[config.mk]
export PLATFORM = sky130hd
export DESIGN_NAME = ps2_host_ctrl
export DESIGN_NICKNAME = d
export VERILOG_FILES = /design/src/rtl/ps2_host_ctrl.sv
export SDC_FILE = /design/constraint.sdc
export NUM_CORES = 1
export LEC_CHECK = 0
export CAP_MARGIN = 25
export CORE_ASPECT_RATIO = 1.25
export CORE_MARGIN = 3
export CORE_UTILIZATION = 55
export DETAILED_ROUTE_END_ITERATION = 8
export PLACE_DENSITY = 0.81
export SLEW_MARGIN = 40
export SYNTH_ARGS = -nofsm -noshare
export SYNTH_HDL_FRONTEND = slang
export SYNTH_SLANG_ARGS = --single-unit
[constraint.sdc]
create_clock -name clk -period 3.1 [get_ports clk]
set_input_delay 0.62 -clock clk [delete_from_list [all_inputs] [get_ports clk]]
set_output_delay 0.62 -clock clk [all_outputs]
set_load 0.03 [all_outputs]
[src/rtl/ps2_host_ctrl.sv]
// Host-side PS/2 command transmitter: inhibits the bus, clocks out one command
// byte under device-generated clock, checks the line-ack, then resolves the
// keyboard's 0xFA/0xFE reply with bounded resends and a watchdog.
//
// state      | meaning
// -----------+-----------------------------------------------------------
// S_IDLE     | lines released, waiting for a command
// S_INHIBIT  | holding ps2_clk low before the request-to-send
// S_REQ      | start bit driven, waiting for the device's first clock
// S_SEND     | shifting data bits and parity out on falling edges
// S_LINEACK  | stop bit released, sampling the device's line-ack
// S_WAIT_ACK | waiting for the receiver to deliver the reply byte
module ps2_host_ctrl #(
  parameter int INHIBIT_CYC = 10000,
  parameter int TIMEOUT_CYC = 2000000,
  parameter int MAX_RETRY   = 3
) (
  input  logic       clk,
  input  logic       rst,
  input  logic       ps2_clk_in,
  input  logic       ps2_data_in,
  output logic       ps2_clk_oe,
  output logic       ps2_data_oe,
  input  logic       cmd_valid,
  input  logic [7:0] cmd_byte,
  output logic       cmd_ready,
  input  logic       rx_valid,
  input  logic [7:0] rx_byte,
  output logic       busy,
  output logic       done,
  output logic       err,
  output logic [1:0] err_code,
  output logic [1:0] retries
);

  localparam int IW = $clog2(INHIBIT_CYC + 1);
  localparam int WW = $clog2(TIMEOUT_CYC + 1);
  localparam logic [IW-1:0] INH_LOAD  = IW'(INHIBIT_CYC - 1);
  localparam logic [WW-1:0] WD_LOAD   = WW'(TIMEOUT_CYC - 1);
  localparam logic [1:0]    RETRY_MAX = 2'(MAX_RETRY);

  localparam logic [7:0] RSP_ACK    = 8'hFA;
  localparam logic [7:0] RSP_RESEND = 8'hFE;

  localparam logic [1:0] CODE_TIMEOUT = 2'b01;
  localparam logic [1:0] CODE_NOACK   = 2'b10;
  localparam logic [1:0] CODE_BADRSP  = 2'b11;

  typedef enum logic [2:0] {
    S_IDLE,
    S_INHIBIT,
    S_REQ,
    S_SEND,
    S_LINEACK,
    S_WAIT_ACK
  } state_t;

  state_t          state;
  logic [2:0]      clk_sync;
  logic [1:0]      data_sync;
  logic [7:0]      cmd_reg;
  logic            parity;
  logic [8:0]      shreg;
  logic [3:0]      bit_idx;
  logic [IW-1:0]   inh_cnt;
  logic [WW-1:0]   wd_cnt;
  logic            fe;
  logic            data_s;

  // Resynchronise the raw lines; idle-high reset value avoids a false edge.
  always_ff @(posedge clk or posedge rst) begin
    if (rst) begin
      clk_sync  <= 3'b111;
      data_sync <= 2'b11;
    end else begin
      clk_sync  <= {clk_sync[1:0], ps2_clk_in};
      data_sync <= {data_sync[0], ps2_data_in};
    end
  end

  assign fe     = clk_sync[2] & ~clk_sync[1];
  assign data_s = data_sync[1];

  // Handshake flags decode straight from the registered state.
  always_comb begin
    cmd_ready = (state == S_IDLE);
    busy      = (state != S_IDLE);
  end

  // Command sequencer: inhibit, request, bit shifting, line-ack, reply and watchdog.
  always_ff @(posedge clk or posedge rst) begin
    if (rst) begin
      state       <= S_IDLE;
      ps2_clk_oe  <= 1'b0;
      ps2_data_oe <= 1'b0;
      done        <= 1'b0;
      err         <= 1'b0;
      err_code    <= 2'b00;
      retries     <= 2'b00;
      cmd_reg     <= 8'h00;
      parity      <= 1'b0;
      shreg       <= 9'h000;
      bit_idx     <= 4'd0;
      inh_cnt     <= '0;
      wd_cnt      <= '0;
    end else begin
      done <= 1'b0;
      err  <= 1'b0;
      case (state)
        S_IDLE: begin
          ps2_clk_oe  <= 1'b0;
          ps2_data_oe <= 1'b0;
          if (cmd_valid) begin
            cmd_reg    <= cmd_byte;
            parity     <= ~^cmd_byte;
            retries    <= 2'b00;
            err_code   <= 2'b00;
            inh_cnt    <= INH_LOAD;
            ps2_clk_oe <= 1'b1;
            state      <= S_INHIBIT;
          end
        end

        S_INHIBIT: begin
          if (inh_cnt == '0) begin
            ps2_clk_oe  <= 1'b0;
            ps2_data_oe <= 1'b1;
            wd_cnt      <= WD_LOAD;
            shreg       <= {parity, cmd_reg};
            bit_idx     <= 4'd0;
            state       <= S_REQ;
          end else begin
            inh_cnt <= inh_cnt - IW'(1);
          end
        end

        S_REQ, S_SEND: begin
          if (wd_cnt == '0) begin
            err         <= 1'b1;
            err_code    <= CODE_TIMEOUT;
            ps2_clk_oe  <= 1'b0;
            ps2_data_oe <= 1'b0;
            state       <= S_IDLE;
          end else begin
            wd_cnt <= wd_cnt - WW'(1);
            if (fe) begin
              if (bit_idx == 4'd9) begin
                ps2_data_oe <= 1'b0;
                state       <= S_LINEACK;
              end else begin
                ps2_data_oe <= ~shreg[0];
                shreg       <= shreg >> 1;
                bit_idx     <= bit_idx + 4'd1;
                state       <= S_SEND;
              end
            end
          end
        end

        S_LINEACK: begin
          if (fe) begin
            if (!data_s) begin
              state <= S_WAIT_ACK;
            end else begin
              err         <= 1'b1;
              err_code    <= CODE_NOACK;
              ps2_clk_oe  <= 1'b0;
              ps2_data_oe <= 1'b0;
              state       <= S_IDLE;
            end
          end else if (wd_cnt == '0) begin
            err         <= 1'b1;
            err_code    <= CODE_TIMEOUT;
            ps2_clk_oe  <= 1'b0;
            ps2_data_oe <= 1'b0;
            state       <= S_IDLE;
          end else begin
            wd_cnt <= wd_cnt - WW'(1);
          end
        end

        S_WAIT_ACK: begin
          if (rx_valid) begin
            if (rx_byte == RSP_ACK) begin
              done  <= 1'b1;
              state <= S_IDLE;
            end else if (rx_byte == RSP_RESEND && retries < RETRY_MAX) begin
              retries     <= retries + 2'd1;
              inh_cnt     <= INH_LOAD;
              ps2_clk_oe  <= 1'b1;
              ps2_data_oe <= 1'b0;
              state       <= S_INHIBIT;
            end else begin
              err      <= 1'b1;
              err_code <= CODE_BADRSP;
              state    <= S_IDLE;
            end
          end else if (wd_cnt == '0) begin
            err         <= 1'b1;
            err_code    <= CODE_TIMEOUT;
            ps2_clk_oe  <= 1'b0;
            ps2_data_oe <= 1'b0;
            state       <= S_IDLE;
          end else begin
            wd_cnt <= wd_cnt - WW'(1);
          end
        end

        default: begin
          ps2_clk_oe  <= 1'b0;
          ps2_data_oe <= 1'b0;
          state       <= S_IDLE;
        end
      endcase
    end
  end

endmodule

### After elaboration in Yosys (flattened, before gate mapping)

Index checks and enable logic that the tools add are counted.

| word-level totals | value |
|---|---|
| register bits | 73 |
| input port bits | 22 |
| output and inout bits | 10 |
| word-level logic and storage cells | 142 |

| cells by class | value |
|---|---|
| add/sub/neg operators | 4 |
| $lt $le $gt $ge | 1 |
| equal/unequal tests | 24 |
| muxes and demuxes | 74 |
| bitwise gates (word level) | 3 |
| reduce and logical (&&, ||, !) cells | 21 |

Operators with widths:

| kind | count |
|---|---|
| $mux 21 | 4 |
| $pmux 21 s4 | 1 |
| $mux 14 | 5 |
| $pmux 14 s3 | 1 |
| $mux 9 | 4 |
| $mux 1 | 28 |
| $mux 3 | 9 |
| $ne 2x2->1 const B | 11 |
| $logic_not 21->1 | 1 |
| $sub 21x1->21 const B | 1 |
| $mux 2 | 10 |
| $reduce_and 5->1 | 4 |
| $pmux 9 s2 | 1 |
| $eq 8x8->1 const B | 2 |
| $mux 4 | 4 |
| $ne 3x3->1 const B | 5 |
| $pmux 3 s5 | 1 |
| $logic_not 14->1 | 1 |
| $sub 14x1->14 const B | 1 |
| $pmux 2 s4 | 1 |
| $pmux 4 s2 | 1 |
| $reduce_and 4->1 | 2 |
| $reduce_bool 4->1 | 2 |
| $reduce_xnor 8->1 | 1 |
| other kinds (21) | 26 |

### Depth between registers and ports, before layout

| depth | value |
|---|---|
| depth after elaboration | 6 |
| depth in mapped cells | 10 |
| depth with buffers taken out | 7 |

### Worst setup path after synthesis

Ideal clock, no wire load.

| timing path | value |
|---|---|
| kind | register to register |
| start | register wd_cnt[2] |
| end | register bit_idx[1] |
| setup time | 0.125 ns |
| arrival time | 2.528 ns |
| data required time | 2.975 ns |
| path slack | 0.447 ns |
| stages on the path, launching flop included | 7 |
| buffers on the path | 1 |
| clock period less this slack | 2.653 ns |
| cell sequence | dfrtp_1 or4_4 nor4_1 a21oi_2 nor3_2 buf_4 mux2_2 |

| on the way | value |
|---|---|
| longest elaborated chain between the ends | 3 |

RTL lines:

| what | line | RTL |
|---|---|---|
| start, declared | 66 | `logic [WW-1:0] wd_cnt;` |
| start signal, assigned | 145 | `wd_cnt <= wd_cnt - WW'(1);` |
| start signal, assigned | 178 | `wd_cnt <= wd_cnt - WW'(1);` |
| start signal, assigned | 205 | `wd_cnt <= wd_cnt - WW'(1);` |
| $logic_not 21->1 | 138 | `if (wd_cnt == '0) begin` |
| $ne 2x2->1 (no source line) | n/a |  |
| $reduce_and 5->1 (no source line) | n/a |  |
| end signal, assigned | 153 | `bit_idx <= bit_idx + 4'd1;` |
| end, declared | 64 | `logic [3:0] bit_idx;` |

Every way passes these cells.
A chain may end at the register's enable or synchronous reset.

### Worst setup path after layout

| timing path | value |
|---|---|
| start | register inh_cnt[0] |
| end | register inh_cnt[3] |

| on the way | value |
|---|---|
| longest elaborated chain between the ends | 3 |
| elaborated cells between the ends (all ways) | 6 |
| classes of those cells | add/sub (1); eq/ne (1); mux (2); reduce/logical (2) |

RTL lines:

| what | line | RTL |
|---|---|---|
| start, declared | 65 | `logic [IW-1:0] inh_cnt;` |
| start signal, assigned | 133 | `inh_cnt <= inh_cnt - IW'(1);` |
| $sub 14x1->14 / $logic_not 14->1 (equally long branches) | 133, 125 |  |
| $mux 14 / $ne 2x2->1 (equally long branches) | n/a |  |
| $pmux 14 s3 / $reduce_and 6->1 (equally long branches) | n/a |  |

Several ways; a longest one is shown, not always the timed one. The select of a mux whose other input is x is not followed.

==> metrics.md <==
| Metric | Value |
|---|---|
| Status | finished clean |
| Clk sinks | 73 |
| Period utilization | 93.54% |
| Dpl hpwl | slightly below 7 mm |
| Synthesized-area fraction occupied by and/or/nand/nor cells | between 20% and 30% |
| Compound-Gate Fraction of Synth Area | ~15% |
| Met3 WL | 416 µm |
| Final hold viol count | 0 |
| Mapped Area | around 0.0042 mm² |
| FMAX | approximately 340 MHz |
| Peak per-stage delay on the critical path | about 0.65 ns |
| Final Max Slew Viols | 0 |
| Syn Inst Count | approximately 440 |
| Sequential Area | between 0.0015 and 0.002 mm² |
| Synth warn | 0 |
| Clk_lat worst skew | 0.36 ns |
| Clk slew on worst S/H paths | 0.09 ns |
| Post-CTS Hold Fix Bufs | 0 |
| Total CTS buffers | 9 |
| Pwr/cell area | about 730 mW/mm² |
| Worst R2R Path Depth | 7 |
| Post_cts resized | 0 |
| Core area | 0.007401 mm² |
| Skew final | ~0.011 ns |
| Mean Syn Cell Area | approximately 9.5 µm² |
| Xor/xnor share of the synthesized area | under 10% |
| Wl on met1 | about 4 mm |
| Headroom to the max-slew limit | between 40% and 50% |
| Worst-path fanout max | 23 |
| Vias per cell | 6.423 |
| Area of the multi-input gates | between 0.002 and 0.0025 mm² |
| Tightest Hold Check Type | reg2reg |
| Die area | between 0.008 and 0.009 mm² |
| Hold Crit Endpoint | clk_sync[1]$_DFF_PP1_ |
| Critical path type | reg2reg |
| Final wirelength | around 9.7 mm |
| CP cell instances | inv_1, ha_1, or4b_2, nor4_4, a31o_2, nor4_1, or3b_2 |
| Placer Congestion | roughly 0.91 |
| Total chip power | 3.565 mW |
| FFs w/ async S/R, synth | 100.0% |
| RSZ-0062 raised after global routing | false |
| Top flop regs | wd_cnt (21), inh_cnt (14), shreg (9) |
| Chip Width | between 80 and 90 µm |
| Slowest-stage cell, CP | or4b_2 |
| Chip height | ~100 µm |
| Worst min-delay path startpoint | clk_sync[0]$_DFF_PP1_ |
| Yosys top cell area share | 40.48% |
| CTS tree | built |
| EDFF count, synth | 0 |
| Largest net degree at the start of global routing | 43 |
| Crit path DAT | 3.13 ns |
| Nets | between 500 and 600 |
| TNS Setup | 0 ns |
| First-iteration detailed-routing DRC count | 320 |
| Max reg flops | 21 |
| Setup bufs post-CTS | 0 |
| Top cells by area, synth | dfrtp_1, nand2_1, or4_1 |
| WL per Instance | ~17 µm |
| Hold Path Cell Cnt | 0 |
| Met2 wire len | about 5.1 mm |
| Rows | 35 |
| Initial antenna violation count | 0 |
| Maxcap violations | 0 |
| Final setup fails | 0 |
| Vias | roughly 3,700 |
| Starting density of the core | a little under three fifths |
| Seq/Total Area, Yosys | approximately 44% |
| IR drop worst, VDD | slightly below 0.5 mV |
| Top reg by flops | wd_cnt |
| Minimum clock period | 2.900 ns |
| Antenna Cells | 0 |
| Setup slack after layout | between 0.2 and 0.25 ns |
| Highest metal used | met4 |
| Hold Slack | approximately 0.35 ns |
| Worst r2r src | inh_cnt[0]$_DFFE_PP0P_ |
| Startpoint types | register |
| Post-synthesis mux area share | under 10% |
| Vias in the first global route | between 3,000 and 4,000 |
| Post-synth net total | approximately 470 |
| Fill count | about 570 |
| First-pass GRT wire length | 16.49 mm |
| Max Root-Sink Buffers | 2 |
| DRC | 0 |
| GR Util All Layers | between 20% and 30% |
| Largest area contributor in the netlist | dfrtp_1 |
| Post-Synth Adder-Cell Area | under 10% |
| Lkg Pwr | approximately 1.9 nW |
| IO buf count | 31 |
| R2r setup slk | 0.20 ns |
| Htree depth | 3 |
| Slew of the pin with the lowest slew margin | 0.7687 ns |
| Critical Path RT | approximately 3.3 ns |
| Ys flop type | dfrtp_1 |
| Worst setup EP type | register |
| Share of cells above drive strength 1 | 16.18% |
| Overflow after GRT | 0 |
| IO Pins | 32 |
| Largest family of logic cells by synthesized area | simple AND/OR/NAND/NOR gates |
| Pre-CTS WS | between 0.15 and 0.2 ns |
| Routed Antenna Nets | 0 |
| R2r endpoint | inh_cnt[3]$_DFFE_PP0P_ |
| Yosys reg bits | 73 |
| Yosys cell types | 62 |
| Drt first pass iters | 5 |
| Clock root cell | clkbuf_8 |
| Area Overhead vs Synth | 15.65% |
-- Yosys cell counts, drive strengths merged, types with 4 or more instances --
library cell	instances
and2	7
xnor2	7
dfstp	5
inv	13
nand3	16
a31oi	5
mux2i	9
clkbuf	15
a211o	4
ha	6
nand2	53
or3b	7
buf	6
nor2	22
a21oi	18
o21ai	17
or2	6
nor4	13
nor3	11
dfrtp	68
o31ai	19
nand2b	12
or3	7
o211ai	6
or4	28
mux2	19
-- logic make-up after synthesis --
family | Yosys count
xor gates and xnor gates | 7
AOI/OAI and AO/OA | 94
adders and majority gates | 6
DFF | 73
and+or+nand+nor | 199
muxes | 28
buffers and inverters | 34
-- power by group --
| part | total (mW) | leakage, nW | internal, mW | switching, mW |
|---|---|---|---|---|
| logic | 1.40 | 0.943 | 0.603 | 0.792 |
| registers | 1.36 | 0.863 | 1.18 | 0.180 |
| clock network | 0.806 | 0.103 | 0.387 | 0.419 |
-- layout by cell type (no fill, tap or decap), types with 3 or more instances in the layout --
master            n
dfrtp_1          68
nand2_1          53
clkdlybuf4s50_1  31
or4_1            26
nor2_1           22
o31ai_1          18
a21oi_1          17
mux2_2           17
nand3_1          16
o21ai_0          16
buf_4            13
nand2b_1         12
inv_1            12
nor4_1           11
mux2i_1           9
nor3_1            9
clkbuf_8          9
or3b_2            7
and2_1            7
or3_1             7
xnor2_1           7
or2_2             6
o211ai_1          6
ha_1              6
a31oi_1           5
dfstp_2           5
a211o_1           4
a21o_1            3
nand4_1           3
nand3b_1          3
nor4b_1           3
inv_6             3
-- cell type report --
| cell class | count | area share [%] |
|---|---|---|
| clock buffer | 9 | 2.548 |
| clock inverter | 7 | 1.724 |
| inverter | 13 | 1.004 |
| multi-input combinational | 334 | 45.75 |
| sequential | 73 | 37.70 |
| tap | 92 | 2.367 |
| timing repair buffer | 46 | 8.904 |
-- metrics by stage --
step / instance area, µm² / util, % / instances
5_1_grt: 4862 / 65.70 / 574
2_1_floorplan: 4204 / - / 441
4_1_cts: 4857 / 65.63 / 573
6_report: 4862 / 65.70 / 574
3_5_place_dp: 4649 / 62.82 / 557
3_3_place_gp: 4649 / 62.82 / 557
-- worst max-delay path, delay by kind of cell (launching register included) --
kind / cells / cell delay, ns
buffers and inverters: 1 / 0.11
AND/OR/NAND/NOR: 4 / 1.61
flip-flops: 1 / 0.41
adder cells (fa/ha/maj): 1 / 0.15
AO/OA/AOI/OAI: 1 / 0.49
-- worst max-delay path by stage --
stage	startpoint	slack [ns]	endpoint
after global placement	rx_byte[6]	0.29	inh_cnt[3]$_DFFE_PP0P_
final	inh_cnt[0]$_DFFE_PP0P_	0.20	inh_cnt[3]$_DFFE_PP0P_
after CTS	inh_cnt[0]$_DFFE_PP0P_	0.21	inh_cnt[3]$_DFFE_PP0P_
after detailed placement	rx_byte[6]	0.16	inh_cnt[3]$_DFFE_PP0P_
after global routing	inh_cnt[0]$_DFFE_PP0P_	0.05	inh_cnt[3]$_DFFE_PP0P_
after floorplan	wd_cnt[2]$_DFFE_PP0P_	0.45	bit_idx[1]$_DFFE_PP0P_
-- routing by layer --
layer,global-route usage (%),up-vias
met4,9.080,0
met3,3.660,25
met5,0,-
li1,-,1722
met1,26.75,1826
met2,41.31,114
Power figures use the tool's default switching activity.
